--- config.mk ---
export PLATFORM = sky130hd
export DESIGN_NAME = dht11_sensor_emu
export DESIGN_NICKNAME = d
export VERILOG_FILES = /design/src/rtl/dht11_pkg.sv /design/src/rtl/dht_line_sync.sv /design/src/rtl/dht11_sensor_emu.sv
export SDC_FILE = /design/constraint.sdc
export NUM_CORES = 1
export LEC_CHECK = 0
export CAP_MARGIN = 20
export CORE_UTILIZATION = 55
export CTS_BUF_LIST = sky130_fd_sc_hd__clkbuf_4
export DETAILED_ROUTE_END_ITERATION = 10
export DONT_BUFFER_PORTS = 1
export HOLD_SLACK_MARGIN = 0.05
export PLACE_DENSITY = 0.82
export SYNTH_ARGS = -nofsm -noshare
export SYNTH_HDL_FRONTEND = slang
export SYNTH_HIERARCHICAL = 1
export SYNTH_SLANG_ARGS = --single-unit
--- constraint.sdc ---
create_clock -name clk -period 7.4 [get_ports clk]
set_clock_uncertainty 0.2 [all_clocks]
set_input_delay 0.74 -clock clk [delete_from_list [all_inputs] [get_ports clk]]
set_output_delay 0.74 -clock clk [all_outputs]
set_load 0.005 [all_outputs]
--- src/rtl/dht11_pkg.sv ---
// Shared DHT11 timing defaults and helpers, used by both the sensor emulator and the host reader.
package dht11_pkg;

    localparam int DHT_CLK_FREQ       = 12_000_000;
    localparam int DHT_T_START_MIN_US = 10_000;
    localparam int DHT_T_WAIT_US      = 30;
    localparam int DHT_T_RESP_LOW_US  = 80;
    localparam int DHT_T_RESP_HIGH_US = 85;
    localparam int DHT_T_BIT_LOW_US   = 54;
    localparam int DHT_T_ZERO_US      = 26;
    localparam int DHT_T_ONE_US       = 70;
    localparam int NUM_FRAME_BITS     = 40;

    typedef logic [7:0] dht_byte_t;

    function automatic int us_to_cycles(input int clk_freq, input int us);
        return (clk_freq / 1_000_000) * us;
    endfunction

    function automatic dht_byte_t dht_checksum(input logic [31:0] d);
        return d[31:24] + d[23:16] + d[15:8] + d[7:0];
    endfunction

endpackage

--- src/rtl/dht_line_sync.sv ---
// Two-flop synchronizer for the single-wire data line; resets to the idle-high level.
module dht_line_sync (
    input  logic clk,
    input  logic reset_n,
    input  logic d,
    output logic q
);

    logic meta;

    always_ff @(posedge clk) begin
        if (!reset_n) begin
            meta <= 1'b1;
            q    <= 1'b1;
        end else begin
            meta <= d;
            q    <= meta;
        end
    end

endmodule

--- src/rtl/dht11_sensor_emu.sv ---
// DHT11 sensor emulator: accepts a host start pulse and answers with response and a 40-bit frame.
//
// state        | meaning
// S_IDLE       | waiting for a host falling edge
// S_START_LOW  | timing the host start low
// S_WAIT_REL   | gap after host release
// S_RESP_LOW   | driving the response low
// S_RESP_HIGH  | releasing for the response high
// S_BIT_LOW    | driving the low before each bit
// S_BIT_HIGH   | releasing for a 0 or 1 bit width
// S_END_LOW    | driving the end-of-frame low
module dht11_sensor_emu
    import dht11_pkg::*;
#(
    parameter int CLK_FREQ       = DHT_CLK_FREQ,
    parameter int T_START_MIN_US = DHT_T_START_MIN_US,
    parameter int T_WAIT_US      = DHT_T_WAIT_US,
    parameter int T_RESP_LOW_US  = DHT_T_RESP_LOW_US,
    parameter int T_RESP_HIGH_US = DHT_T_RESP_HIGH_US,
    parameter int T_BIT_LOW_US   = DHT_T_BIT_LOW_US,
    parameter int T_ZERO_US      = DHT_T_ZERO_US,
    parameter int T_ONE_US       = DHT_T_ONE_US
) (
    input  logic        clk,
    input  logic        reset_n,
    input  logic        line_in,
    input  logic [31:0] data_in,
    output logic        line_oe,
    output logic        busy,
    output logic        frame_done,
    output logic        err_start
);

    localparam logic [2:0] S_IDLE      = 3'd0;
    localparam logic [2:0] S_START_LOW = 3'd1;
    localparam logic [2:0] S_WAIT_REL  = 3'd2;
    localparam logic [2:0] S_RESP_LOW  = 3'd3;
    localparam logic [2:0] S_RESP_HIGH = 3'd4;
    localparam logic [2:0] S_BIT_LOW   = 3'd5;
    localparam logic [2:0] S_BIT_HIGH  = 3'd6;
    localparam logic [2:0] S_END_LOW   = 3'd7;

    localparam logic [17:0] START_MIN = 18'(us_to_cycles(CLK_FREQ, T_START_MIN_US));
    localparam logic [17:0] WAIT_CYC  = 18'(us_to_cycles(CLK_FREQ, T_WAIT_US));
    localparam logic [17:0] RLOW_CYC  = 18'(us_to_cycles(CLK_FREQ, T_RESP_LOW_US));
    localparam logic [17:0] RHIGH_CYC = 18'(us_to_cycles(CLK_FREQ, T_RESP_HIGH_US));
    localparam logic [17:0] BLOW_CYC  = 18'(us_to_cycles(CLK_FREQ, T_BIT_LOW_US));
    localparam logic [17:0] ZERO_CYC  = 18'(us_to_cycles(CLK_FREQ, T_ZERO_US));
    localparam logic [17:0] ONE_CYC   = 18'(us_to_cycles(CLK_FREQ, T_ONE_US));
    localparam logic [5:0]  LAST_BIT  = 6'(NUM_FRAME_BITS - 1);

    logic        ls;
    logic        ls_q;
    logic        fall;
    logic [2:0]  state;
    logic [17:0] cnt;
    logic [17:0] phase_len;
    logic        phase_end;
    logic [39:0] sh;
    logic [5:0]  bit_idx;

    dht_line_sync u_sync (
        .clk     (clk),
        .reset_n (reset_n),
        .d       (line_in),
        .q       (ls)
    );

    assign fall = ls_q & ~ls;

    // Each timed phase ends on its last cycle so line_oe holds exactly phase_len cycles.
    always_comb begin
        phase_len = '0;
        case (state)
            S_WAIT_REL:  phase_len = WAIT_CYC;
            S_RESP_LOW:  phase_len = RLOW_CYC;
            S_RESP_HIGH: phase_len = RHIGH_CYC;
            S_BIT_LOW:   phase_len = BLOW_CYC;
            S_BIT_HIGH:  phase_len = sh[39] ? ONE_CYC : ZERO_CYC;
            S_END_LOW:   phase_len = BLOW_CYC;
            default:     phase_len = '0;
        endcase
    end

    assign phase_end = (cnt == phase_len - 18'd1);

    always_ff @(posedge clk) begin
        if (!reset_n) begin
            state      <= S_IDLE;
            cnt        <= '0;
            sh         <= '0;
            bit_idx    <= '0;
            ls_q       <= 1'b1;
            line_oe    <= 1'b0;
            busy       <= 1'b0;
            frame_done <= 1'b0;
            err_start  <= 1'b0;
        end else begin
            ls_q       <= ls;
            frame_done <= 1'b0;
            err_start  <= 1'b0;
            case (state)
                S_IDLE: begin
                    if (fall) begin
                        cnt   <= '0;
                        state <= S_START_LOW;
                    end
                end
                S_START_LOW: begin
                    if (ls) begin
                        cnt <= '0;
                        if (cnt >= START_MIN) begin
                            busy  <= 1'b1;
                            state <= S_WAIT_REL;
                        end else begin
                            err_start <= 1'b1;
                            state     <= S_IDLE;
                        end
                    end else if (cnt < START_MIN) begin
                        cnt <= cnt + 18'd1;
                    end
                end
                S_WAIT_REL: begin
                    if (phase_end) begin
                        cnt     <= '0;
                        sh      <= {data_in, dht_checksum(data_in)};
                        line_oe <= 1'b1;
                        state   <= S_RESP_LOW;
                    end else cnt <= cnt + 18'd1;
                end
                S_RESP_LOW: begin
                    if (phase_end) begin
                        cnt     <= '0;
                        line_oe <= 1'b0;
                        state   <= S_RESP_HIGH;
                    end else cnt <= cnt + 18'd1;
                end
                S_RESP_HIGH: begin
                    if (phase_end) begin
                        cnt     <= '0;
                        line_oe <= 1'b1;
                        bit_idx <= '0;
                        state   <= S_BIT_LOW;
                    end else cnt <= cnt + 18'd1;
                end
                S_BIT_LOW: begin
                    if (phase_end) begin
                        cnt     <= '0;
                        line_oe <= 1'b0;
                        state   <= S_BIT_HIGH;
                    end else cnt <= cnt + 18'd1;
                end
                S_BIT_HIGH: begin
                    if (phase_end) begin
                        cnt     <= '0;
                        sh      <= {sh[38:0], 1'b0};
                        line_oe <= 1'b1;
                        if (bit_idx == LAST_BIT) begin
                            state <= S_END_LOW;
                        end else begin
                            bit_idx <= bit_idx + 6'd1;
                            state   <= S_BIT_LOW;
                        end
                    end else cnt <= cnt + 18'd1;
                end
                S_END_LOW: begin
                    if (phase_end) begin
                        cnt        <= '0;
                        line_oe    <= 1'b0;
                        busy       <= 1'b0;
                        frame_done <= 1'b1;
                        state      <= S_IDLE;
                    end else cnt <= cnt + 18'd1;
                end
                default: begin
                    cnt   <= '0;
                    state <= S_IDLE;
                end
            endcase
        end
    end

endmodule
# [Word-level counts from Yosys, hierarchy flattened]
# Cells that the tools add are included.
[totals] inputBits=35 word_cells=93 out_inout_bits=4 reg_bits=74
[classes] add_sub_neg=6 eq_ne=22 magnitude_cmp=2 n_bitwise=2 mux=33 n_reduce_logical=17
[ops] operator="$mux 40" count=2
[ops] operator="$pmux 40 s2" count=1
[ops] operator="$mux 18" count=4
[ops] operator="$pmux 18 s3" count=1
[ops] operator="$pmux 10 s5" count=1
[ops] operator="$add 8x8->8" count=3
[ops] operator="$mux 3" count=8
[ops] operator="$pmux 3 s8" count=1
[ops] operator="$add 18x1->18 const B" count=1
[ops] operator="$eq 18x18->1" count=1
[ops] operator="$ge 18x17->1 const B" count=1
[ops] operator="$lt 18x17->1 const B" count=1
[ops] operator="$mux 6" count=3
[ops] operator="$ne 2x2->1 const B" count=9
[ops] operator="$sub 18x1->18 const B" count=1
[ops] operator="$eq 3x3->1 const B" count=4
[ops] operator="$pmux 6 s2" count=1
[ops] operator="$mux 10" count=1
[ops] operator="$reduce_and 3->1" count=3
[ops] operator="$reduce_and 4->1" count=2
[ops] operator="$reduce_and 8->1" count=1
[ops] operator="$reduce_bool 2->1" count=4
[ops] operator="$add 6x1->6 const B" count=1
[ops] operator="$eq 3x2->1 const B" count=2
[ops] operator="14 further kinds" count=25

# [Longest topological paths before layout]
# Gate-level depths: netlist of the first run.
[logic_depth] depth_word=7 mapped_depth=12 ltp_nobuf=12

# [Modules after synthesis]
# The synthesis of the first run kept the hierarchy.
[modules_own_cells] module="dht11_sensor_emu" seq_area_each_um2=1441.4 cells_per_inst=503 n_inst=1 area_per_inst_um2=4326.6
[modules_own_cells] module="dht_line_sync" seq_area_each_um2=40.0 cells_per_inst=4 n_inst=1 area_per_inst_um2=52.6

# [Worst setup path before layout of the first run]
# No wires, ideal clock.
[synth_timing] kind="input to register" start="input data_in[1]" end="register sh[7]" path_stages=12 t_required_ns=7.108 path_slack_ns=3.920 path_buffers=0 setup_time_ns=0.092 t_arrival_ns=3.187 cell_sequence="fa_1 fa_1 ha_1 inv_1 fa_1 nor2b_1 nor3_1 o21bai_1 a21oi_1 xnor2_1 nor2_1 o32ai_1"
[synth_between] elab_chain_cells=3
[synth_rtl] element="start, declared" line="dht11_sensor_emu.sv:27" source="input logic [31:0] data_in,"
[synth_rtl] element="$add 8x8->8" line="dht11_pkg.sv:21" source="return d[31:24] + d[23:16] + d[15:8] + d[7:0];"
[synth_rtl] element="$mux 40" line="dht11_sensor_emu.sv:124" source="if (phase_end) begin"
[synth_rtl] element="$pmux 40 s2" line="dht11_sensor_emu.sv:102" source="case (state)"
[synth_rtl] element="end signal, assigned" line="dht11_sensor_emu.sv:126" source="sh <= {data_in, dht_checksum(data_in)};"
[synth_rtl] element="end signal, assigned" line="dht11_sensor_emu.sv:156" source="sh <= {sh[38:0], 1'b0};"
[synth_rtl] element="end, declared" line="dht11_sensor_emu.sv:59" source="logic [39:0] sh;"
# No other way between the ends. The select of a mux whose other input is x is not followed.
# A chain may end at the register's enable or synchronous reset.

# [Final worst setup path of the first run]
[layout_timing] start="register state[1]" end="register cnt[17]"
[layout_between] elab_chain_cells=7 elab_cells_between_ends=18 cone_classes="1 x add/sub; 10 x eq/ne; 3 x mux; 4 x reduce/logical"
[layout_rtl] element="start, declared" line="dht11_sensor_emu.sv:55" source="logic [2:0] state;"
[layout_rtl] element="start signal, assigned" line="dht11_sensor_emu.sv:89" source="state <= S_IDLE;"
[layout_rtl] element="start signal, assigned" line="dht11_sensor_emu.sv:106" source="state <= S_START_LOW;"
[layout_rtl] element="start signal, assigned" line="dht11_sensor_emu.sv:114" source="state <= S_WAIT_REL;"
[layout_rtl] element="$eq 3x3->1" line="dht11_sensor_emu.sv:74, dht11_sensor_emu.sv:102"
[layout_rtl] element="$reduce_or 2->1 (no line)"
[layout_rtl] element="$pmux 10 s5" line="dht11_sensor_emu.sv:74" source="case (state)"
[layout_rtl] element="$sub 18x1->18" line="dht11_sensor_emu.sv:85" source="assign phase_end = (cnt == phase_len - 18'd1);"
[layout_rtl] element="$eq 18x18->1" line="dht11_sensor_emu.sv:85"
[layout_rtl] element="$mux 18"
[layout_rtl] element="$pmux 18 s3" line="dht11_sensor_emu.sv:102"
[layout_rtl] element="end signal, assigned" line="dht11_sensor_emu.sv:129" source="end else cnt <= cnt + 18'd1;"
[layout_rtl] element="end signal, assigned" line="dht11_sensor_emu.sv:136" source="end else cnt <= cnt + 18'd1;"
[layout_rtl] element="end signal, assigned" line="dht11_sensor_emu.sv:151" source="end else cnt <= cnt + 18'd1;"
[layout_rtl] element="end, declared" line="dht11_sensor_emu.sv:56" source="logic [17:0] cnt;"
# Several ways; a longest one is shown, not always the timed one.

==> results of run 1 <==
## flip-flops by register name (all words and copies together) (netlist names)
signal / cells
u_sync/meta: 1
bit_idx: 6
busy: 1
sh: 40
ls_q: 1
err_start: 1
line_oe: 1
u_sync/q: 1
frame_done: 1
cnt: 18
state: 3
## routing by layer
metal,up-vias,wire [um],GRT usage
li1,1811,-,-
met1,1797,4705,0.3570
met2,151,4674,0.3725
met3,20,695,0.05276
met4,0,205,0.1138
met5,-,0,0
## Yosys cell counts, types with 3 or more instances
| library cell | number | area share |
|---|---|---|
| nor3_1 | 11 | 0.013 |
| xor2_1 | 3 | 0.0060 |
| mux2i_1 | 36 | 0.082 |
| nand4_1 | 6 | 0.0086 |
| a21oi_1 | 36 | 0.041 |
| o311a_1 | 3 | 0.0069 |
| nand2b_1 | 6 | 0.0086 |
| fa_1 | 14 | 0.064 |
| inv_1 | 11 | 0.0094 |
| clkbuf_1 | 24 | 0.021 |
| ha_1 | 10 | 0.029 |
| o211ai_1 | 3 | 0.0051 |
| nand3_1 | 13 | 0.015 |
| a21o_1 | 3 | 0.0051 |
| and3_1 | 5 | 0.0071 |
| a211oi_1 | 40 | 0.069 |
| dfxtp_1 | 74 | 0.34 |
| nor2_1 | 64 | 0.055 |
| o21ai_0 | 24 | 0.027 |
| nor4_1 | 6 | 0.0086 |
| nor2b_1 | 7 | 0.010 |
| and2b_1 | 3 | 0.0051 |
| or3_1 | 3 | 0.0043 |
| xnor2_1 | 6 | 0.012 |
| o21bai_1 | 3 | 0.0051 |
| nand2_1 | 27 | 0.023 |
| buf_2 | 4 | 0.0046 |
| buf_6 | 5 | 0.013 |
| a31oi_1 | 10 | 0.014 |
## how the worst max path moves through the flow
stage	startpoint	endpoint	slack, ns	depth (start not counted)
detailed placement	data_in[1]	sh[7]$_SDFFE_PN0P_	3.71	12
global placement	data_in[1]	sh[7]$_SDFFE_PN0P_	3.83	12
finish	state[1]$_SDFFE_PN0P_	cnt[17]$_SDFFE_PN0P_	3.97	7
floorplan	data_in[1]	sh[7]$_SDFFE_PN0P_	3.92	12
CTS	state[1]$_SDFFE_PN0P_	cnt[17]$_SDFFE_PN0P_	4.08	7
global route	state[1]$_SDFFE_PN0P_	sh[16]$_SDFFE_PN0P_	3.82	8
## cells by family (layout without fill, tap and decap cells)
kind of cell | Yosys count | count (layout) | share of synthesized area
buffers and inverters | 50 | 30 | 0.05486
DFF | 74 | 74 | 0.3383
adders and majority gates | 24 | 24 | 0.09257
AOI/OAI and AO/OA | 147 | 147 | 0.2263
xor gates and xnor gates | 9 | 9 | 0.01800
and+or+nand+nor | 166 | 166 | 0.1851
muxes | 37 | 37 | 0.08486
## power by group
| part | internal, mW | switching (mW) |
|---|---|---|
| sequential | 0.402 | 0.00817 |
| clock | 0.108 | 0.155 |
| combinational | 0.0709 | 0.0964 |
## critical path: stages, from the launching register on
cell and delay, ns:
dfxtp_1 0.79, inv_1 0.34, a2111oi_2 0.36, o221ai_1 0.20, o21bai_4 0.24, o21ai_0 0.64, nand2_1 0.31, and3_1 0.26
## area by class of cell
type                            count  area (um^2)
Clock buffer                       10        75.07
Clock inverter                      6        65.06
Fill cell                         652         3237
Inverter                           11        41.29
Multi-Input combinational cell    383         2665
Sequential cell                    74         1481
Tap cell                          102        127.6
Timing Repair Buffer                3        35.03
## metrics by stage
step | cell area, um^2 | std cells | util | setup WS [ns]
after floorplan | 4379 | 507 | - | 3.920
after global placement | 4330 | 572 | 0.5604 | 3.830
after detailed placement | 4330 | 572 | 0.5604 | 3.709
after CTS | 4471 | 588 | 0.5785 | 4.084
after global routing | 4491 | 589 | 0.5811 | 3.818
final | 4491 | 589 | 0.5811 | 3.970
==> results.py, run 1 <==
metrics = {
    "power": {
        "irDropWorstVdd_uv": 130.5,
        "leakage_nw": 1.720,
        "power_density_mw_per_mm2": 187.1,
        "power.total_mw": 0.8402,
    },
    "finish": {
        "final_common_cell": "dfxtp_1",
        "layout_common_cells": "dfxtp_1 (74), nor2_1 (64), a211oi_1 (40)",
        "syn_to_final_growth_pct": 2.543,
        "nNetsFinal": 541,
        "drive_gt1_frac": 0.05749,
        "diodes": 0,
    },
    "worst_setup_path": {
        "r2r-start": "state[1]$_SDFFE_PN0P_",
        "arrival_ns": 3.56,
        "reg2reg_slack_ns": 3.97,
        "endpoint_kind": "register",
        "rr_worst_depth": 7,
        "rr_endpoint": "cnt[17]$_SDFFE_PN0P_",
        "cp-start-kind": "register",
        "crit_required_ns": 7.53,
        "critical_path_class": "reg2reg",
        "path_max_fanout": 22,
    },
    "timing": {
        "post-route-period-util": 0.4636,
        "setup_tns_ns": 0,
        "period_minus_slack_ns": 3.430,
        "rsz0062_at_grt": "no",
        "hold_viol": 0,
        "fmax_mhz": 291.5,
        "timing.hold.ws_ns": 0.1936,
        "relSlewSlack": 0.3894,
        "finalMaxSlewViolations": 0,
        "tightest_slew_ns": 0.9125,
        "setup-violations-final": 0,
    },
    "synthesis": {
        "ys_seq_area_frac": 0.3383,
        "synth-edff-count": 0,
        "synth_cell_type_count": 65,
        "ys_ff_latch": 74,
        "synthArstFlopShare": 0,
        "synthCells": 507,
        "avgSynthCellArea_um2": 8.637,
        "yosys_warnings": 6,
        "synth_area_mm2": 0.004379,
        "syn_nets": 566,
        "ys.flop_type": "dfxtp_1",
    },
    "routing": {
        "routedWlPerCell_um": 17.46,
        "viasPerCell": 6.416,
        "vias": 3779,
        "routed_wirelength_mm": 10.28,
        "first_pass_iters": 6,
        "drc_errors": 0,
        "ant_nets": 0,
        "drtIter0Drc": 296,
    },
    "clock_network": {
        "clockBufferDepth": 2,
        "cts-resized-gates": 0,
        "hold_buffers": 0,
        "tritoncts": "built",
        "postCtsSetupRepairBufs": 0,
        "clk_pin_slew_ns": 0.12,
        "h-tree-depth": 3,
        "cts_inserted_buffers": 9,
        "cts-root-buf": "clkbuf_4",
        "cts.sinks": 74,
        "insertion_delay_ns": 0.44,
    },
    "placed_design": {
        "gp_congestion": 0.9068,
        "place_hpwl_mm": 7.123,
        "port_buffers": 0,
    },
    "run_status": {
        "outcome": "finished clean",
    },
    "min_path": {
        "hold_path_depth": 1,
        "hold_start": "reset_n",
        "min_path_type": "in2reg",
        "holdPathEnd": "ls_q$_SDFF_PN1_",
    },
    "grt": {
        "track_usage": 0.2536,
        "grt_antenna_before_repair": 0,
        "grt_pass1_wl_mm": 16.84,
        "gr-total-overflow": 0,
        "grt_max_degree": 75,
        "grt_pass1_vias": 3437,
    },
    "run": {
        "maxCapViolCount": 0,
    },
    "floorplanning": {
        "die_y_um": 91.23,
        "start_util": 0.5667,
        "io_pins": 39,
        "num_rows": 32,
        "die-area_mm2": 0.008323,
        "die_w_um": 91.23,
        "core-area_mm2": 0.007727,
    },
}
Note: power is estimated with default switching activity, not from simulation.
==> run 2: changes to the inputs <==
--- a/config.mk
+++ b/config.mk
@@ -11,7 +11,7 @@
 export DETAILED_ROUTE_END_ITERATION = 10
 export DONT_BUFFER_PORTS = 1
 export HOLD_SLACK_MARGIN = 0.05
-export PLACE_DENSITY = 0.82
+export PLACE_DENSITY = 0.85
 export SYNTH_ARGS = -nofsm -noshare
 export SYNTH_HDL_FRONTEND = slang
 export SYNTH_HIERARCHICAL = 1
==> constraint.sdc (replaced) <==
create_clock -name clk -period 3 [get_ports clk]
set_clock_uncertainty 0.2 [all_clocks]
set_input_delay 0.3 -clock clk [delete_from_list [all_inputs] [get_ports clk]]
set_output_delay 0.3 -clock clk [all_outputs]
set_load 0.005 [all_outputs]
==> run 2 against run 1 <==
Maximum frequency grew 21%; worst setup slack worse by 3.8 ns; first-iteration DRC count increased by 6.1%; sequential cell count unchanged; largest power group unchanged; combinational power rose to 3.0 times the previous value; sequential share of layout area fell by 3.4 points.
==> results.py, run 2 (same netlist as run 1, synthesis figures left out) <==
metrics = {
    "placed_design": {
        "dp_slack_ns": -0.1431,
        "port_buffers": 0,
        "gp_congestion": 0.8687,
        "place_hpwl_mm": 7.332,
        "postPlaceCellArea_mm2": 0.004483,
    },
    "worst_setup_path": {
        "critical_path_class": "reg2reg",
        "crit_family": "simple AND/OR/NAND/NOR gates",
        "arrival_ns": 3.00,
        "path_max_fanout": 10,
        "slowest_stage": "or3_1",
        "cp_cell_sequence": "or2_1 > nor4_2 > o221ai_1 > o21bai_4 > or3_1 > or4_1 > a21oi_1",
        "r2r-start": "state[2]$_SDFFE_PN0P_",
        "crit_required_ns": 3.16,
        "endpoint_kind": "register",
        "max_stage_delay_ns": 0.48,
        "crit_path_start": "state[2]$_SDFFE_PN0P_",
        "path_buf_inv": 0,
        "cp-start-kind": "register",
    },
    "floorplanning": {
        "die_y_um": 91.23,
        "num_rows": 32,
        "die_w_um": 91.23,
        "die-area_mm2": 0.008323,
        "start_util": 0.5667,
        "core-area_mm2": 0.007727,
        "io_pins": 39,
    },
    "power": {
        "leakage_nw": 1.972,
        "power_density_mw_per_mm2": 444.4,
        "power.total_mw": 2.235,
        "irDropWorstVdd_uv": 373.0,
    },
    "timing": {
        "rsz0062_at_grt": "no",
        "setup_slack_ns": 0.1564,
        "setup-violations-final": 0,
        "relSlewSlack": 0.3783,
        "hold_viol": 0,
        "fmax_mhz": 351.7,
        "period_minus_slack_ns": 2.844,
        "tightest_slew_ns": 0.9295,
        "setup_tns_ns": 0,
        "finalMaxSlewViolations": 0,
        "post-route-period-util": 0.9479,
    },
    "grt": {
        "grt_pass1_wl_mm": 19.37,
        "grt_antenna_before_repair": 1,
        "track_usage": 0.2957,
        "grt_max_degree": 75,
        "grt_pass1_vias": 3983,
        "gr-total-overflow": 0,
    },
    "routing": {
        "routed_wirelength_mm": 12.02,
        "dr.max_layer_used": "met4",
        "first_pass_iters": 7,
        "viasPerCell": 6.372,
        "drtIter0Drc": 314,
        "drt-met1-wl_mm": 4.941,
        "wl_met2_mm": 5.746,
        "routedWlPerCell_um": 18.73,
        "drc_errors": 0,
        "ant_nets": 0,
        "vias": 4091,
        "route.met3.wl_um": 897,
    },
    "finish": {
        "syn_to_final_growth_pct": 14.86,
        "drive_gt1_frac": 0.1020,
        "reg_top3": "sh x40, cnt x18, bit_idx x6",
        "final_common_cell": "dfxtp_1",
        "regArea_mm2": 0.001486,
        "design_area_mm2": 0.005030,
        "top_register": "sh",
        "multi_input_comb_area_mm2": 0.002689,
        "layout_common_cells": "dfxtp_1 (70), nor2_1 (64), a211oi_1 (40)",
        "fill_cells": 588,
        "largest_register_ffs": 40,
        "nNetsFinal": 593,
    },
    "clock_network": {
        "clockBufferDepth": 2,
        "tritoncts": "built",
        "clk_pin_slew_ns": 0.13,
        "postCtsSetupRepairBufs": 0,
        "cts_inserted_buffers": 9,
        "insertion_delay_ns": 0.44,
        "h-tree-depth": 3,
        "cts.sinks": 74,
        "cts-root-buf": "clkbuf_4",
    },
    "run": {
        "maxCapViolCount": 0,
    },
    "min_path": {
        "min_path_type": "in2reg",
        "hold_start": "data_in[15]",
    },
    "run_status": {
        "outcome": "finished clean",
    },
}
## run 2: final timing paths
path | end | slack [ns] | cells after the start
max | bit_idx[3]$_SDFFE_PN0P_ | 0.16 | 7
min | sh[7]$_SDFFE_PN0P_ | 0.22 | 5
max reg2reg | bit_idx[3]$_SDFFE_PN0P_ | 0.16 | 7
min reg2reg | u_sync/q$_SDFF_PN1_ | 0.23 | 1
## run 2: final cells by class
cell class	instances	share of cell area
Timing Repair Buffer	55	0.1032
Antenna cell	1	0.0004975
Sequential cell	74	0.2955
Inverter	11	0.008209
Multi-Input combinational cell	383	0.5346
Clock inverter	6	0.01766
Clock buffer	10	0.01493
Tap cell	102	0.02537
## run 2: through the flow
step | utilization | hold WS [ns] | instances
3_5_place_dp | 0.5801 | 0.1801 | 590
3_3_place_gp | 0.5801 | 0.1759 | 590
5_1_grt | 0.6506 | 0.2364 | 641
6_report | 0.6509 | 0.2154 | 642
4_1_cts | 0.6454 | 0.1409 | 640
2_1_floorplan | - | 0.1730 | 507
## run 2: power breakdown
part	leakage (nW)	switching [mW]	internal, mW
clock	0.0851	0.379	0.350
combinational	1.29	0.277	0.222
sequential	0.599	0.0151	0.992
## run 2: worst min-delay path: cells and delay by family
kind / cells / cell delay [ns]
XOR/XNOR: 3 / 0.34
AO/OA/AOI/OAI: 1 / 0.08
AND/OR/NAND/NOR: 1 / 0.10
## run 2: what timing repair did
action | CTS | global route
hold buffers | 34 | 0
resized for setup | 0 | 9
hold endpoints to repair | 59 | 0
setup endpoints to repair | 0 | 34
## run 2: routing by layer
metal	global-route usage	up-vias
li1	-	1914
met5	0	-
met1	0.3692	1938
met2	0.4867	193
met3	0.06868	46
met4	0.1296	0
